File: src/rtl/run_control_unit_pkg.sv
`default_nettype none
// ============================================================================
//  Module      : run_ctrl_pkg
//  Description : Shared types and constants for the run/halt/step sequencer:
//                sequencer state enum, debug command opcodes, fetch-state
//                default encoding.
//  Revision    : 1.0 - initial release
// ============================================================================
package run_ctrl_pkg;

    // Sequencer states
    typedef enum logic [2:0] {
        ST_HALTED     = 3'd0,
        ST_RUN        = 3'd1,
        ST_DRAIN      = 3'd2,
        ST_STEP_FIRST = 3'd3,
        ST_STEP_REST  = 3'd4
    } run_state_t;

    // Debug command opcodes carried on cmd_op
    localparam logic [1:0] CMD_HALT     = 2'b00;
    localparam logic [1:0] CMD_RUN      = 2'b01;
    localparam logic [1:0] CMD_STEP     = 2'b10;
    localparam logic [1:0] CMD_CLEAR_BP = 2'b11;

    // Controller fetch-state encoding of the multi-cycle CPU
    localparam logic [3:0] FETCH_STATE_DEFAULT = 4'd0;

endpackage
`default_nettype wire

File: src/rtl/run_control_unit_if.sv
`default_nettype none
// ============================================================================
//  Module      : run_control_unit_if
//  Description : Debug command channel, CPU observation signals and status
//                outputs of the run control unit. The master side is the
//                computer/debugger, the slave side is the sequencer.
//  Revision    : 1.0 - initial release
// ============================================================================
interface run_control_unit_if #(
    parameter int PC_WIDTH    = 32,
    parameter int STATE_WIDTH = 4,
    parameter int CNT_WIDTH   = 32
);
    logic                   cmd_valid;
    logic [1:0]             cmd_op;
    logic                   cmd_ready;
    logic                   bp_enable;
    logic [PC_WIDTH-1:0]    bp_addr;
    logic [PC_WIDTH-1:0]    fetchPC;
    logic [STATE_WIDTH-1:0] fsm_state;
    logic                   cpu_enable;
    logic                   halted;
    logic                   bp_hit;
    logic [CNT_WIDTH-1:0]   instr_count;
    logic [CNT_WIDTH-1:0]   cycle_count;

    modport master (
        output cmd_valid, cmd_op, bp_enable, bp_addr, fetchPC, fsm_state,
        input  cmd_ready, cpu_enable, halted, bp_hit, instr_count, cycle_count
    );

    modport slave (
        input  cmd_valid, cmd_op, bp_enable, bp_addr, fetchPC, fsm_state,
        output cmd_ready, cpu_enable, halted, bp_hit, instr_count, cycle_count
    );
endinterface
`default_nettype wire

File: src/rtl/run_control_unit_event_counter.sv
`default_nettype none
// ============================================================================
//  Module      : event_counter
//  Description : Free-running wrap-around event counter, increments once per
//                cycle with i_en high, cleared only by reset.
//  Revision    : 1.0 - initial release
// ============================================================================
module event_counter #(
    parameter int CNT_WIDTH = 32
) (
    input  wire logic                 clk,
    input  wire logic                 reset,
    input  wire logic                 i_en,
    output logic [CNT_WIDTH-1:0]      o_count
);
    logic [CNT_WIDTH-1:0] r_count;

    // Count enabled cycles, wrapping naturally at 2^CNT_WIDTH
    always_ff @(posedge clk or negedge reset) begin
        if (!reset) begin
            r_count <= '0;
        end else if (i_en) begin
            r_count <= r_count + CNT_WIDTH'(1);
        end
    end

    assign o_count = r_count;
endmodule
`default_nettype wire

File: src/rtl/run_control_unit.sv
`default_nettype none
// ============================================================================
//  Module      : run_control_unit
//  Description : Run/halt/single-step sequencer for the multi-cycle CPU.
//                Gates CPU progress through cpu_enable, pauses only at
//                instruction boundaries, offers a PC breakpoint and
//                retired-instruction / active-cycle counters.
//  Revision    : 1.0 - initial release
// ============================================================================
module run_control_unit
    import run_ctrl_pkg::*;
#(
    parameter int                     PC_WIDTH      = 32,
    parameter int                     STATE_WIDTH   = 4,
    parameter logic [STATE_WIDTH-1:0] FETCH_STATE   = STATE_WIDTH'(FETCH_STATE_DEFAULT),
    parameter int                     CNT_WIDTH     = 32,
    parameter bit                     START_RUNNING = 1'b0
) (
    input  wire logic         clk,
    input  wire logic         reset,
    run_control_unit_if.slave bus
);
    localparam run_state_t RESET_STATE = START_RUNNING ? ST_RUN : ST_HALTED;

    run_state_t r_state;
    run_state_t w_state_nxt;
    logic       r_bp_skip;
    logic       w_bp_skip_nxt;
    logic       r_bp_hit;
    logic       w_bp_hit_nxt;

    logic       w_at_fetch;
    logic       w_bp_match;
    logic       w_cmd_ready;
    logic       w_cmd_acc;
    logic       w_cpu_enable;

    assign w_at_fetch  = (bus.fsm_state == FETCH_STATE);
    // bp_skip lets the instruction sitting on the breakpoint run once after RUN
    assign w_bp_match  = bus.bp_enable && w_at_fetch && (bus.fetchPC == bus.bp_addr)
                         && !r_bp_skip && (r_state == ST_RUN);
    assign w_cmd_ready = (r_state == ST_HALTED) || (r_state == ST_RUN);
    assign w_cmd_acc   = bus.cmd_valid && w_cmd_ready;

    // CPU enable: zero-latency gate derived from the current state
    always_comb begin
        w_cpu_enable = 1'b0;
        unique case (r_state)
            ST_HALTED:     w_cpu_enable = 1'b0;
            ST_RUN:        w_cpu_enable = !w_bp_match;
            ST_DRAIN:      w_cpu_enable = !w_at_fetch;
            ST_STEP_FIRST: w_cpu_enable = 1'b1;
            ST_STEP_REST:  w_cpu_enable = !w_at_fetch;
            default:       w_cpu_enable = 1'b0;
        endcase
    end

    // Next-state, breakpoint-skip and sticky-hit logic
    always_comb begin
        w_state_nxt   = r_state;
        w_bp_skip_nxt = r_bp_skip;
        w_bp_hit_nxt  = r_bp_hit;
        unique case (r_state)
            ST_HALTED: begin
                if (w_cmd_acc) begin
                    unique case (bus.cmd_op)
                        CMD_RUN: begin
                            w_state_nxt   = ST_RUN;
                            w_bp_skip_nxt = 1'b1;
                            w_bp_hit_nxt  = 1'b0;
                        end
                        CMD_STEP: begin
                            w_state_nxt  = ST_STEP_FIRST;
                            w_bp_hit_nxt = 1'b0;
                        end
                        CMD_CLEAR_BP: w_bp_hit_nxt = 1'b0;
                        default: ;
                    endcase
                end
            end
            ST_RUN: begin
                if (w_cpu_enable && w_at_fetch) begin
                    w_bp_skip_nxt = 1'b0;
                end
                if (w_cmd_acc && bus.cmd_op == CMD_CLEAR_BP) begin
                    w_bp_hit_nxt = 1'b0;
                end
                // Breakpoint wins over a same-cycle HALT
                if (w_bp_match) begin
                    w_state_nxt  = ST_HALTED;
                    w_bp_hit_nxt = 1'b1;
                end else if (w_cmd_acc && bus.cmd_op == CMD_HALT) begin
                    w_state_nxt = ST_DRAIN;
                end
            end
            ST_DRAIN: begin
                if (w_at_fetch) w_state_nxt = ST_HALTED;
            end
            ST_STEP_FIRST: w_state_nxt = ST_STEP_REST;
            ST_STEP_REST: begin
                if (w_at_fetch) w_state_nxt = ST_HALTED;
            end
            default: w_state_nxt = RESET_STATE;
        endcase
    end

    // State and flag registers
    always_ff @(posedge clk or negedge reset) begin
        if (!reset) begin
            r_state   <= RESET_STATE;
            r_bp_skip <= 1'b0;
            r_bp_hit  <= 1'b0;
        end else begin
            r_state   <= w_state_nxt;
            r_bp_skip <= w_bp_skip_nxt;
            r_bp_hit  <= w_bp_hit_nxt;
        end
    end

    assign bus.cpu_enable = w_cpu_enable;
    assign bus.cmd_ready  = w_cmd_ready;
    assign bus.halted     = (r_state == ST_HALTED);
    assign bus.bp_hit     = r_bp_hit;

    event_counter #(.CNT_WIDTH(CNT_WIDTH)) u_cycle_cnt (
        .clk     (clk),
        .reset   (reset),
        .i_en    (w_cpu_enable),
        .o_count (bus.cycle_count)
    );

    event_counter #(.CNT_WIDTH(CNT_WIDTH)) u_instr_cnt (
        .clk     (clk),
        .reset   (reset),
        .i_en    (w_cpu_enable && w_at_fetch),
        .o_count (bus.instr_count)
    );
endmodule
`default_nettype wire

File: src/flat_wrapper.sv
// flat-port wrapper written by rule: the top's interface ports become plain ports
module run_control_unit_flat import run_ctrl_pkg::*;
#(
    parameter int                     PC_WIDTH      = 32,
    parameter int                     STATE_WIDTH   = 4,
    parameter logic [STATE_WIDTH-1:0] FETCH_STATE   = STATE_WIDTH'(FETCH_STATE_DEFAULT),
    parameter int                     CNT_WIDTH     = 32,
    parameter bit                     START_RUNNING = 1'b0
)
  (clk, reset, bus_cmd_valid, bus_cmd_op, bus_bp_enable, bus_bp_addr, bus_fetchPC, bus_fsm_state, bus_cmd_ready, bus_cpu_enable, bus_halted, bus_bp_hit, bus_instr_count, bus_cycle_count);
  run_control_unit_if #(.PC_WIDTH(PC_WIDTH), .STATE_WIDTH(STATE_WIDTH), .CNT_WIDTH(CNT_WIDTH)) bus_i ();
  input  wire logic clk;
  input  wire logic reset;
  input wire logic [$bits(bus_i.cmd_valid)-1:0] bus_cmd_valid;
  input wire logic [$bits(bus_i.cmd_op)-1:0] bus_cmd_op;
  input wire logic [$bits(bus_i.bp_enable)-1:0] bus_bp_enable;
  input wire logic [$bits(bus_i.bp_addr)-1:0] bus_bp_addr;
  input wire logic [$bits(bus_i.fetchPC)-1:0] bus_fetchPC;
  input wire logic [$bits(bus_i.fsm_state)-1:0] bus_fsm_state;
  output wire logic [$bits(bus_i.cmd_ready)-1:0] bus_cmd_ready;
  output wire logic [$bits(bus_i.cpu_enable)-1:0] bus_cpu_enable;
  output wire logic [$bits(bus_i.halted)-1:0] bus_halted;
  output wire logic [$bits(bus_i.bp_hit)-1:0] bus_bp_hit;
  output wire logic [$bits(bus_i.instr_count)-1:0] bus_instr_count;
  output wire logic [$bits(bus_i.cycle_count)-1:0] bus_cycle_count;
  assign bus_i.cmd_valid = bus_cmd_valid;
  assign bus_i.cmd_op = bus_cmd_op;
  assign bus_i.bp_enable = bus_bp_enable;
  assign bus_i.bp_addr = bus_bp_addr;
  assign bus_i.fetchPC = bus_fetchPC;
  assign bus_i.fsm_state = bus_fsm_state;
  assign bus_cmd_ready = bus_i.cmd_ready;
  assign bus_cpu_enable = bus_i.cpu_enable;
  assign bus_halted = bus_i.halted;
  assign bus_bp_hit = bus_i.bp_hit;
  assign bus_instr_count = bus_i.instr_count;
  assign bus_cycle_count = bus_i.cycle_count;
  run_control_unit #(.PC_WIDTH(PC_WIDTH), .STATE_WIDTH(STATE_WIDTH), .FETCH_STATE(FETCH_STATE), .CNT_WIDTH(CNT_WIDTH), .START_RUNNING(START_RUNNING)) u_core (.clk(clk), .reset(reset), .bus(bus_i));
endmodule
File: config.mk
export PLATFORM = sky130hd
export DESIGN_NAME = run_control_unit_flat
export DESIGN_NICKNAME = d
export VERILOG_FILES = /design/src/rtl/run_control_unit_pkg.sv /design/src/rtl/run_control_unit_if.sv /design/src/rtl/run_control_unit_event_counter.sv /design/src/rtl/run_control_unit.sv /design/src/flat_wrapper.sv
export SDC_FILE = /design/constraint.sdc
export NUM_CORES = 1
export LEC_CHECK = 0
export ABC_AREA = 1
export CAP_MARGIN = 25
export CORE_MARGIN = 1
export CORE_UTILIZATION = 30
export CTS_CLUSTER_SIZE = 14
export DETAILED_ROUTE_END_ITERATION = 12
export SLEW_MARGIN = 20
export SYNTH_ARGS = -nofsm -noshare
export SYNTH_HDL_FRONTEND = slang
export SYNTH_SLANG_ARGS = --single-unit
File: constraint.sdc
create_clock -name clk -period 2 [get_ports clk]
set_clock_uncertainty 0.1 [all_clocks]
set_input_delay 0.2 -clock clk [delete_from_list [all_inputs] [get_ports clk]]
set_output_delay 0.2 -clock clk [all_outputs]
set_load 0.05 [all_outputs]
* Word level (Yosys, flattened, before mapping)
Cells that the tools add are included.
** Operators by class
- $add $sub $neg :: 2
- Multipliers :: 0
- Divide/modulo/power cells :: 0
- $lt $le $gt $ge :: 0
- Equality and inequality tests :: 16
- Shifts and indexed selects :: 0
- Multiplexer cells :: 16
- Bitwise logic cells :: 0
- Reductions and logical operators :: 21
** Operator list (count)
- $add 32x1->32 const B :: 2
- $eq 32x32->1 :: 1
- $mux 3 :: 4
- $pmux 3 s4 :: 1
- $reduce_and 4->1 :: 3
- $logic_and 1x1->1 :: 8
- $mux 1 :: 7
- $eq 3x2->1 const B :: 2
- $ne 2x1->1 const B :: 3
- $ne 3x2->1 const B :: 2
- $pmux 3 s2 :: 1
- $eq 2x2->1 const B :: 2
- $logic_not 4->1 :: 1
- $ne 2x2->1 const B :: 2
- $pmux 1 s2 :: 2
- $eq 3x1->1 const B :: 1
- $eq 3x3->1 const B :: 1
- $logic_not 1->1 :: 3
- $logic_not 3->1 :: 1
- $ne 3x1->1 const B :: 1
- $pmux 1 s3 :: 1
- $reduce_or 3->1 :: 1
- $eq 2x1->1 const B :: 1
- $logic_not 2->1 :: 1
- 3 further kinds :: 3
** Storage, ports and cells
- Register bits :: 69
- Bits in latches :: 0
- RAM bits :: 0
- Memory bits (read-only) :: 0
- Input port bits :: 74
- Output and inout port bits :: 68
- Word-level logic and storage cells :: 60
- Memories :: 0

* Logic depth before layout (Yosys ltp)
Gate-level depths: netlist of the first run.
- Depth in word-level cells :: 10
- Depth in mapped cells :: 15

* Hierarchy
From an unflattened synthesis of the first run, not the netlist that was laid out.
** Second synthesis, totals
- Cell total of the unflattened synthesis :: 646
- Area, all modules :: 4521.8 µm²
** Modules (own cells, without submodules)
- event_counter :: instances 2, cells each 229, area each 1761.7 µm², sequential area each 800.8 µm²
- run_control_unit :: instances 1, cells each 188, area each 998.5 µm², sequential area each 125.1 µm²

* Worst setup path after synthesis of the first run
No wires, ideal clock.
- Path kind :: register -> register
- Start point :: register u_core.r_state[1]
- End point :: register u_core.r_state[2]
- Setup time :: 0.083 ns
- Data arrival time :: 2.680 ns
- Required time :: 1.817 ns
- Path slack :: -0.863 ns
- Cell stages (with the launch flop) :: 12
- Period minus slack after synthesis :: 2.863 ns
- Cell sequence :: dfrtp_1 > nor2_1 > inv_1 > nor2_1 > o21ai_0 > inv_1 > nand2_1 > nand3_1 > inv_1 > nand2_1 > nand2_1 > o21ai_0
** On the way
- Cells in the longest elaborated chain, start to end :: 6
** RTL lines
- start: declaration :: line run_control_unit.sv:25 : run_state_t r_state;
- start signal: assignment :: line run_control_unit.sv:114 : r_state <= w_state_nxt;
- $eq 3x1->1 or $logic_not 3->1 (tied branches) :: line run_control_unit.sv:42 : assign w_cmd_ready = (r_state == ST_HALTED) || (r_state == ST_RUN);
- $logic_or 1x1->1 (*) :: line run_control_unit.sv:42
- named net bus_cmd_ready :: line flat_wrapper.sv:20 : output wire logic [$bits(bus_i.cmd_ready)-1:0] bus_cmd_ready;
- $logic_and 1x1->1 (*) :: line run_control_unit.sv:43 : assign w_cmd_acc = bus.cmd_valid && w_cmd_ready;
- $logic_and 1x1->1 :: line run_control_unit.sv:92 : end else if (w_cmd_acc && bus.cmd_op == CMD_HALT) begin
- $ne 3x2->1 (no line)
- $reduce_and 4->1 (no line) (*)
Mark *: on every way through the listed nets, which the timed path passes. The rest lies on a longest branch.
A chain may end at the register's enable or synchronous reset.

* Worst setup path in the final report of the first run
- Start point :: register u_core.r_bp_skip
- End point :: output port bus_cpu_enable
** On the way
- Cells in the longest elaborated chain, start to end :: 5
** RTL lines
- start: declaration :: line run_control_unit.sv:27 : logic r_bp_skip;
- start signal: assignment :: line run_control_unit.sv:115 : r_bp_skip <= w_bp_skip_nxt;
- $logic_not 1->1 :: line run_control_unit.sv:41 : && !r_bp_skip && (r_state == ST_RUN);
- $logic_and 1x1->1 (2 in series) :: line run_control_unit.sv:41
- $logic_not 1->1 :: line run_control_unit.sv:50 : ST_RUN: w_cpu_enable = !w_bp_match;
- $pmux 1 s3 :: line run_control_unit.sv:48 : unique case (r_state)
- end: declaration :: line flat_wrapper.sv:21 : output wire logic [$bits(bus_i.cpu_enable)-1:0] bus_cpu_enable;
Every way passes these cells.

==> run metrics, run 1 <==
outcome=finished, final reports clean; Hold Vio Cnt, Final=0; Rel. slew slack=0.655; n_diodes=0; pre-CTS setup slack=-200 ps; CP Launch Type=flop; initial cell density of the core=0.308; Vias/cell=4.48; Worst-Margin Slew=515 ps; final core occ=0.460; class of the worst hold path=in2async; CP arrival=1670 ps; flops & latches, synth=69; CP Cell Sequence=inv_1 -> nand2_1 -> nor2_1 -> nand2_1 -> nor2_1 -> nand2_1 -> nor2_2 -> nand3_2 -> nand2_4 -> nand2_8 -> buf_8; R2R setup slack=80 ps; Buffers on Ports=141; DRT iter0 DRCs=220; Critical Path Max Stage Delay=380 ps; worst-case clock buffer depth=2; die area=0.0168 mm2; Antenna Nets Post-Route=0; placed instance area=0.00678 mm2; syn_area_per_cell=6.68 um2; syn nets=808; Slowest cell on crit path=dfrtp_1; DRC viols=0; DR WL/cell=12.8 um; final setup violation count=0; fin nets=985; worst vdd ir=582 uV; I/O pin count=142; grt peak-use layer=met2; CP Capture Type=output pin; max-cap viol count=0; CTS H-Tree Depth=3; sequential element share of the synthesized area=0.353; TritonCTS buffer count=9; PD cells=868 mW/mm2; Tcrit/Tclk final=0.987; area delta synth->final=49.3%; met2 Track Usage GR=0.286; top post-synthesis cells by area=dfrtp_1, nand2_1, xor2_1; cell row count=46; largest area contributor in the synthesized netlist=dfrtp_1; leakage=3.40 nW; CTS tree=built; Largest delay share family, worst path=simple AND/OR/NAND/NOR gates; Max Clk Rate=0.507 GHz; number of global-route vias before repair=4757; fill count=1679; Num Clock Sinks=69; total grt overflow=0; Crit Path Class=reg2out; Root Driver=clkbuf_16; largest net degree at the start of global routing=31; Comb power frac=0.473; required time of the critical path=1700 ps; fin cells=1130; fin area=0.00730 mm2; hpwl dp=11.4 mm; met3 Usage GRT=0.0351; GRT Total Usage=0.174; Yosys top cell area share=0.353; warnings from Yosys=0; switching power=2.59 mW; Initial DRT Pass Iterations=4; Via Count=5067; Sw Share=0.408; Die Ht=130 um; RSZ-0062 raised after global routing=yes; worst-path fanout max=2; Core ar.=0.0159 mm2; clock latency on the worst-skew pair=330 ps; layout cells sized above 1=0.105; Horiz. Die Dim=130 um; Final Worst Setup Slack=26.1 ps; GR Layer Usage met1=0.230; Seq pwr share=0.283; WL final=14.5 mm; RD Place Congestion=0.895; mapped cell area=0.00489 mm2; Int Pwr=3.76 mW; Worst Path Buf+Inv=2; most used cell, CP=nand2_1; max-slew violation total from the final report=0; placed cells=1105; Tmin final=1970 ps; initial antenna violation count=0; Cell variety after synth=29; Mapped Cells=732; Clock power frac=0.243; first-pass GRT wire length=22.8 mm; Clock transition at path regs=50 ps
-- power groups by stage --
stage | clock network, mW | registers [mW] | logic [mW]
floorplan | 0 | 2.20 | 1.43
global placement | 0 | 1.81 | 2.77
detailed placement | 0 | 1.82 | 2.80
CTS | 1.58 | 1.79 | 2.96
global route | 1.64 | 1.82 | 3.26
finish | 1.54 | 1.80 | 3.00
-- metrics by stage --
step / hold slack [ps] / power (mW) / setup TNS [ps]
floorplan: -196 / 3.63 / 0
global placement: 34.4 / 4.58 / -8580
detailed placement: 40.9 / 4.61 / -10070
CTS: 233 / 6.33 / -56.6
global route: 270 / 6.73 / -1740
finish: 228 / 6.34 / 0
-- layout by cell type, fill, tap and decap left out, types with 23 or more instances in the layout --
master and instances:
nand2_1 260, clkdlybuf4s50_1 130, inv_1 83, nor2_1 66, dfrtp_1 63, nand3_1 55
xor2_1 47, buf_4 33, nor3_1 24, o21ai_0 23
-- registers in the layout (all words and copies together) (netlist names) --
signal and cells:
u_core.u_cycle_cnt.o_count 32, u_core.r_bp_skip 1, u_core.u_instr_cnt.o_count 32, u_core.bus.bp_hit 1, u_core.r_state 3
-- what timing repair did --
| action | 4_1_cts | 5_1_grt |
|---|---|---|
| setup buffers | 2 | 1 |
| resized for setup | 5 | 26 |
| endpoints found under the hold margin | 24 | 0 |
| hold buffers | 1 | 0 |
| endpoints found under the setup margin | 3 | 66 |
| pin swaps | 6 | 5 |
| gates cloned | 0 | 5 |
-- Yosys cell counts --
master and number:
nand2_1 268, inv_1 83, nor2_1 72, dfrtp_1 69, nand3_1 55, xor2_1 47
o21ai_0 28, nor3_1 25, xnor2_1 18, nor4_1 11, nand4_1 9, nand3b_1 7
buf_6 6, o21ai_1 5, clkbuf_1 4, inv_2 4, buf_4 3, nand2_4 3
a21oi_1 2, buf_1 2, ha_1 2, nor2_2 2, and2_1 1, buf_2 1
nand3_2 1, nor2_4 1, nor3b_1 1, o21ai_2 1, o22ai_1 1
-- path summary, 6_finish.rpt --
path                              startpoint                             end  cells past startpoint
min reg2reg                u_core.bus.bp_hit               u_core.bus.bp_hit                      2
min                                    reset   u_core.u_instr_cnt.o_count[3]                      2
max                         u_core.r_bp_skip                  bus_cpu_enable                     11
min in group clk           u_core.bus.bp_hit               u_core.bus.bp_hit                      2
max reg2reg                 u_core.r_bp_skip  u_core.u_instr_cnt.o_count[14]                     15
max in group asynchronous              reset  u_core.u_cycle_cnt.o_count[21]                      3
-- kinds of logic after synthesis --
| logic type | share of synthesized area |
|---|---|
| AO/OA/AOI/OAI | 0.0389 |
| XOR/XNOR | 0.116 |
| adder cells (fa/ha/maj) | 0.00512 |
| buffers and inverters | 0.0908 |
| flip-flops | 0.353 |
| AND/OR/NAND/NOR | 0.396 |
-- layer usage --
metal	up-vias	part of all wire
met5	-	0
met4	0	0.011
met3	14	0.060
met2	165	0.47
met1	2241	0.46
li1	2647	-
-- layout make-up --
| cell class | count | area (um2) | share of cell area |
|---|---|---|---|
| inverter | 87 | 327 | 0.0447 |
| sequential | 69 | 1730 | 0.237 |
| timing repair buffer | 182 | 1860 | 0.254 |
| clock buffer | 16 | 292 | 0.0399 |
| multi-input combinational | 560 | 2820 | 0.387 |
| tap | 216 | 270 | 0.0370 |
-- worst register-to-register path, cell delays in order (launching register included) --
cell and delay [ps]:
dfrtp_1 380, inv_1 60, nand2_1 40, nor2_1 80, nand2_1 50, nor2_1 100
nand2_1 70, nor2_2 120, nand3_2 110, nand2_4 110, nand2_8 70, buf_12 160
nand2_8 130, buf_12 150, nand2_1 50, o21ai_1 80
No activity file was read; power rests on OpenSTA's default activity.
==> run 2: changes to the inputs <==
--- a/config.mk
+++ b/config.mk
@@ -8,7 +8,7 @@
 export ABC_AREA = 1
 export CAP_MARGIN = 25
 export CORE_MARGIN = 1
-export CORE_UTILIZATION = 30
+export CORE_UTILIZATION = 31
 export CTS_CLUSTER_SIZE = 14
 export DETAILED_ROUTE_END_ITERATION = 12
 export SLEW_MARGIN = 20
==> run 2 against run 1 <==
Register-to-register slack about the same. Sequential share of layout area increased by 0.63 points. Clock-buffer cell count decreased by 1.
==> run metrics, run 2 (synthesis results as in run 1) <==
most common cell after layout, fill and taps aside=nand2_1; Max Clk Rate=0.510 GHz; Core ar.=0.0153 mm2; Crit Path Class=reg2out; Via Count=5007; initial antenna violation count=0; worst-case clock buffer depth=2; area of the multi-input gates=0.00278 mm2; RD Place Congestion=0.882; CTS tree=built; max-slew violation total from the final report=0; Vias/cell=4.49; Tcrit/Tclk final=0.981; max-cap viol count=0; Root Driver=clkbuf_16; Final Worst Setup Slack=37.4 ps; I/O pin count=142; setup_tns=0 ps; commonest non-fill, non-tap cells in the layout=nand2_1, clkdlybuf4s50_1, inv_1; register area=0.00173 mm2; DRT iter0 DRCs=256; initial cell density of the core=0.319; Buffers on Ports=141; Antenna Nets Post-Route=0; required time of the critical path=1700 ps; GRT Total Usage=0.182; worst vdd ir=520 uV; CP arrival=1660 ps; CP Capture Type=output pin; DRC viols=0; CP Launch Type=flop; number of global-route vias before repair=4681; leakage=3.31 nW; placed instance area=0.00674 mm2; DR WL/cell=12.5 um; n_diodes=0; largest net degree at the start of global routing=34; total grt overflow=0; outcome=finished, final reports clean; worst-path fanout max=3; Die Ht=128 um; die area=0.0163 mm2; Power, Total=6.10 mW; fill count=1607; Fin Hold WS=266 ps; class of the worst hold path=in2async; hpwl dp=11.1 mm; Worst-Margin Slew=516 ps; area delta synth->final=45.5%; clock latency on the worst-skew pair=330 ps; CTS H-Tree Depth=3; layout cells sized above 1=0.0797; Initial DRT Pass Iterations=5; first-pass GRT wire length=23.4 mm; Horiz. Die Dim=128 um; pre-CTS setup slack=-192 ps; cell row count=45; placed cells=1095; RSZ-0062 raised after global routing=yes; Num Clock Sinks=69; Hold Vio Cnt, Final=0; TritonCTS buffer count=9; PD cells=858 mW/mm2; final setup violation count=0; WL final=14.0 mm; Clock transition at path regs=50 ps; final core occ=0.465; fin area=0.00712 mm2; fin nets=974; fin cells=1114; Tmin final=1960 ps; Rel. slew slack=0.655
[run 2: cell types whose count changed in the layout (fill, tap and decap cells not counted), moves of 2 or more]
cell	delta
clkbuf_8	-2
nor2_1	+2
nand2_1	+8
nand2_2	-8
o21ai_0	+2
clkbuf_16	-2
nor2_2	-2
buf_6	-3
buf_4	-7
[run 2: where the power goes]
part           total, mW  switching (mW)  internal, mW
clock network       1.48           0.577         0.907
registers           1.79           0.222          1.57
logic               2.83            1.74          1.08
total               6.10            2.54          3.56
[run 2: worst max-delay path, stage by stage, from the launching register on]
cell and delay (ps):
dfrtp_1 390, buf_4 150, clkdlybuf4s50_1 790
[run 2: path summary, 6_finish.rpt]
path / start / to / cells after the start / slack [ps]
max: u_core.u_instr_cnt.o_count[11] / bus_instr_count[11] / 2 / 40
min: reset / u_core.u_cycle_cnt.o_count[24] / 2 / 270
max reg2reg: u_core.r_state[2] / u_core.u_instr_cnt.o_count[7] / 11 / 80
min reg2reg: u_core.bus.bp_hit / u_core.bus.bp_hit / 2 / 390
max in group asynchronous: reset / u_core.u_cycle_cnt.o_count[1] / 3 / 1010
min in group clk: u_core.bus.bp_hit / u_core.bus.bp_hit / 2 / 390
[run 2: final cells by class]
cell class,instances,area share
repair buffers,171,0.244
inverters,87,0.0459
clock inverters,1,0.000703
clock buffers,15,0.0376
well taps,211,0.0371
flip-flops and latches,69,0.244
multi-input cells,560,0.391
[run 2: metal layers]
| layer | part of all wire | vias up | routed length, um | global-route usage |
|---|---|---|---|---|
| met2 | 0.44 | 150 | 6110 | 0.282 |
| met3 | 0.058 | 14 | 812 | 0.0339 |
| met1 | 0.49 | 2206 | 6780 | 0.253 |
| met4 | 0.018 | 0 | 252 | 0.0657 |
| met5 | 0 | - | 0 | 0 |
| li1 | - | 2637 | - | - |
[run 2: what timing repair did]
action,4_1_cts,5_1_grt
pin swaps,6,3
buffers inserted,2,0
hold endpoints to repair,29,0
hold buffers,1,0
setup endpoints to repair,4,71
gates cloned,0,1
gates resized for setup,8,13
==> run 3: changes to the inputs <==
--- a/config.mk
+++ b/config.mk
@@ -7,6 +7,7 @@
 export LEC_CHECK = 0
 export ABC_AREA = 1
 export CAP_MARGIN = 25
+export CORE_ASPECT_RATIO = 1.4
 export CORE_MARGIN = 1
 export CORE_UTILIZATION = 31
 export CTS_CLUSTER_SIZE = 14
==> run 3 against run 2 <==
Non-clock buffer count increased by 16. Combinational power increased by 6%. Final cell count hardly changed. Routed wire length increased by 3.0%. Clock-buffer cell count is 5 lower. Design area increased by 2.9%. Worst hold slack improved by 24 ps. First-iteration DRC count down 30%. Critical path depth increased by 9. Highest routed layer unchanged.
==> run metrics, run 3 (synthesis results as in run 1) <==
outcome=finished, final reports clean; CTS H-Tree Depth=3; RR Startpoint=u_core.r_bp_skip; Rel. slew slack=0.640; first-pass GRT wire length=22.7 mm; CP Launch Type=flop; worst-path fanout max=2; Crit Path Class=reg2out; CP arrival=1680 ps; worst-case clock buffer depth=2; layout cells sized above 1=0.109; TritonCTS buffer count=9; Root Driver=clkbuf_16; max-slew violation total from the final report=0; Num Clock Sinks=69; fin nets=990; Buffers on Ports=141; area delta synth->final=49.7%; Die Ht=151 um; required time of the critical path=1700 ps; WL final=14.4 mm; final setup violation count=0; Tcrit/Tclk final=0.988; Fin Hold WS=291 ps; total grt overflow=0; Max Clk Rate=0.506 GHz; max-cap viol count=0; setup_tns=0 ps; cell row count=54; largest net degree at the start of global routing=70; Tmin final=1980 ps; DR WL/cell=12.9 um; DRC viols=0; leakage=3.40 nW; fin cells=1115; Hold Vio Cnt, Final=0; n_diodes=0; Horiz. Die Dim=108 um; worst r2r dst=u_core.u_instr_cnt.o_count[29]; Vias/cell=4.63; class of the worst hold path=in2async; Worst-Margin Slew=538 ps; RSZ-0062 raised after global routing=yes; fill count=1554; R2R depth=15; Worst setup endpoint=bus_cpu_enable; number of global-route vias before repair=4758; CP Capture Type=output pin; initial antenna violation count=0; initial cell density of the core=0.316; DRT iter0 DRCs=179; clock latency on the worst-skew pair=340 ps; I/O pin count=142; CTS tree=built; PD cells=922 mW/mm2; hpwl dp=11.2 mm; crit path from=u_core.r_bp_skip; Via Count=5164; Initial DRT Pass Iterations=5; most common cell after layout, fill and taps aside=nand2_1; die area=0.0163 mm2; placed cells=1086; Core ar.=0.0155 mm2; R2R setup slack=110 ps; worst vdd ir=606 uV; RD Place Congestion=0.893; Antenna Nets Post-Route=0; GRT Total Usage=0.180; commonest non-fill, non-tap cells in the layout=nand2_1, clkdlybuf4s50_1, inv_1; Clock transition at path regs=60 ps
[run 3: what timing repair did]
action,4_1_cts,5_1_grt
endpoints found under the hold margin,69,0
cloned,0,2
pin swaps,7,5
buffers inserted,2,8
setup endpoints to repair,2,67
hold buffers,1,0
gates resized for setup,4,9
[run 3: metrics by stage]
stage,power (mW),area [um2],setup slack (ps),util
3_5_place_dp,4.62,6770,-135,0.437
2_1_floorplan,3.63,4930,36.3,-
5_1_grt,7.13,7320,-67.2,0.473
6_report,6.75,7320,24.3,0.473
4_1_cts,6.70,7180,-16.9,0.464
3_3_place_gp,4.59,6770,-110,0.437
[run 3: cell type report]
type                    count  area [um2]  share of cell area
clock buffers              10         229              0.0313
clock inverters             6         136              0.0186
inverters                  87         327              0.0446
multi-input cells         560        2790               0.380
flip-flops and latches     69        1730               0.237
well taps                 196         245              0.0335
repair buffers            187        1870               0.255
[run 3: how the worst min path moves through the flow]
stage / from / endpoint / slack [ps] / depth (start not counted)
floorplan: reset / u_core.bus.bp_hit / -200 / 0
global placement: reset / u_core.u_cycle_cnt.o_count[10] / 150 / 2
detailed placement: reset / u_core.u_cycle_cnt.o_count[8] / 160 / 2
CTS: reset / u_core.u_cycle_cnt.o_count[8] / 330 / 3
global route: reset / u_core.u_cycle_cnt.o_count[8] / 350 / 3
finish: reset / u_core.u_cycle_cnt.o_count[8] / 290 / 3
[run 3: report_power, final]
group          total, mW  leakage, nW  switching, mW  internal [mW]
combinational       3.00         2.30           1.80           1.20
sequential          1.77        0.935          0.198           1.57
clock               1.99        0.173          0.638           1.35
[run 3: critical path, cell delays in order, from the launching register on]
cell and delay, ps:
dfrtp_1 370, inv_1 50, nand2_1 40, nor2_1 90, nand2_1 60, nor2_1 80, nand2_1 70, nor2_2 130
nand3_2 130, nand2_4 110, nand2_8 60, buf_8 150
[run 3: per-layer routing]
layer  routed length (um)  vias to the layer above  track usage
li1                     -                     2659            -
met1                 5410                     2339        0.192
met2                 7940                      132        0.339
met3                  524                       34       0.0221
met4                  510                        0       0.0925
met5                    0                        -            0
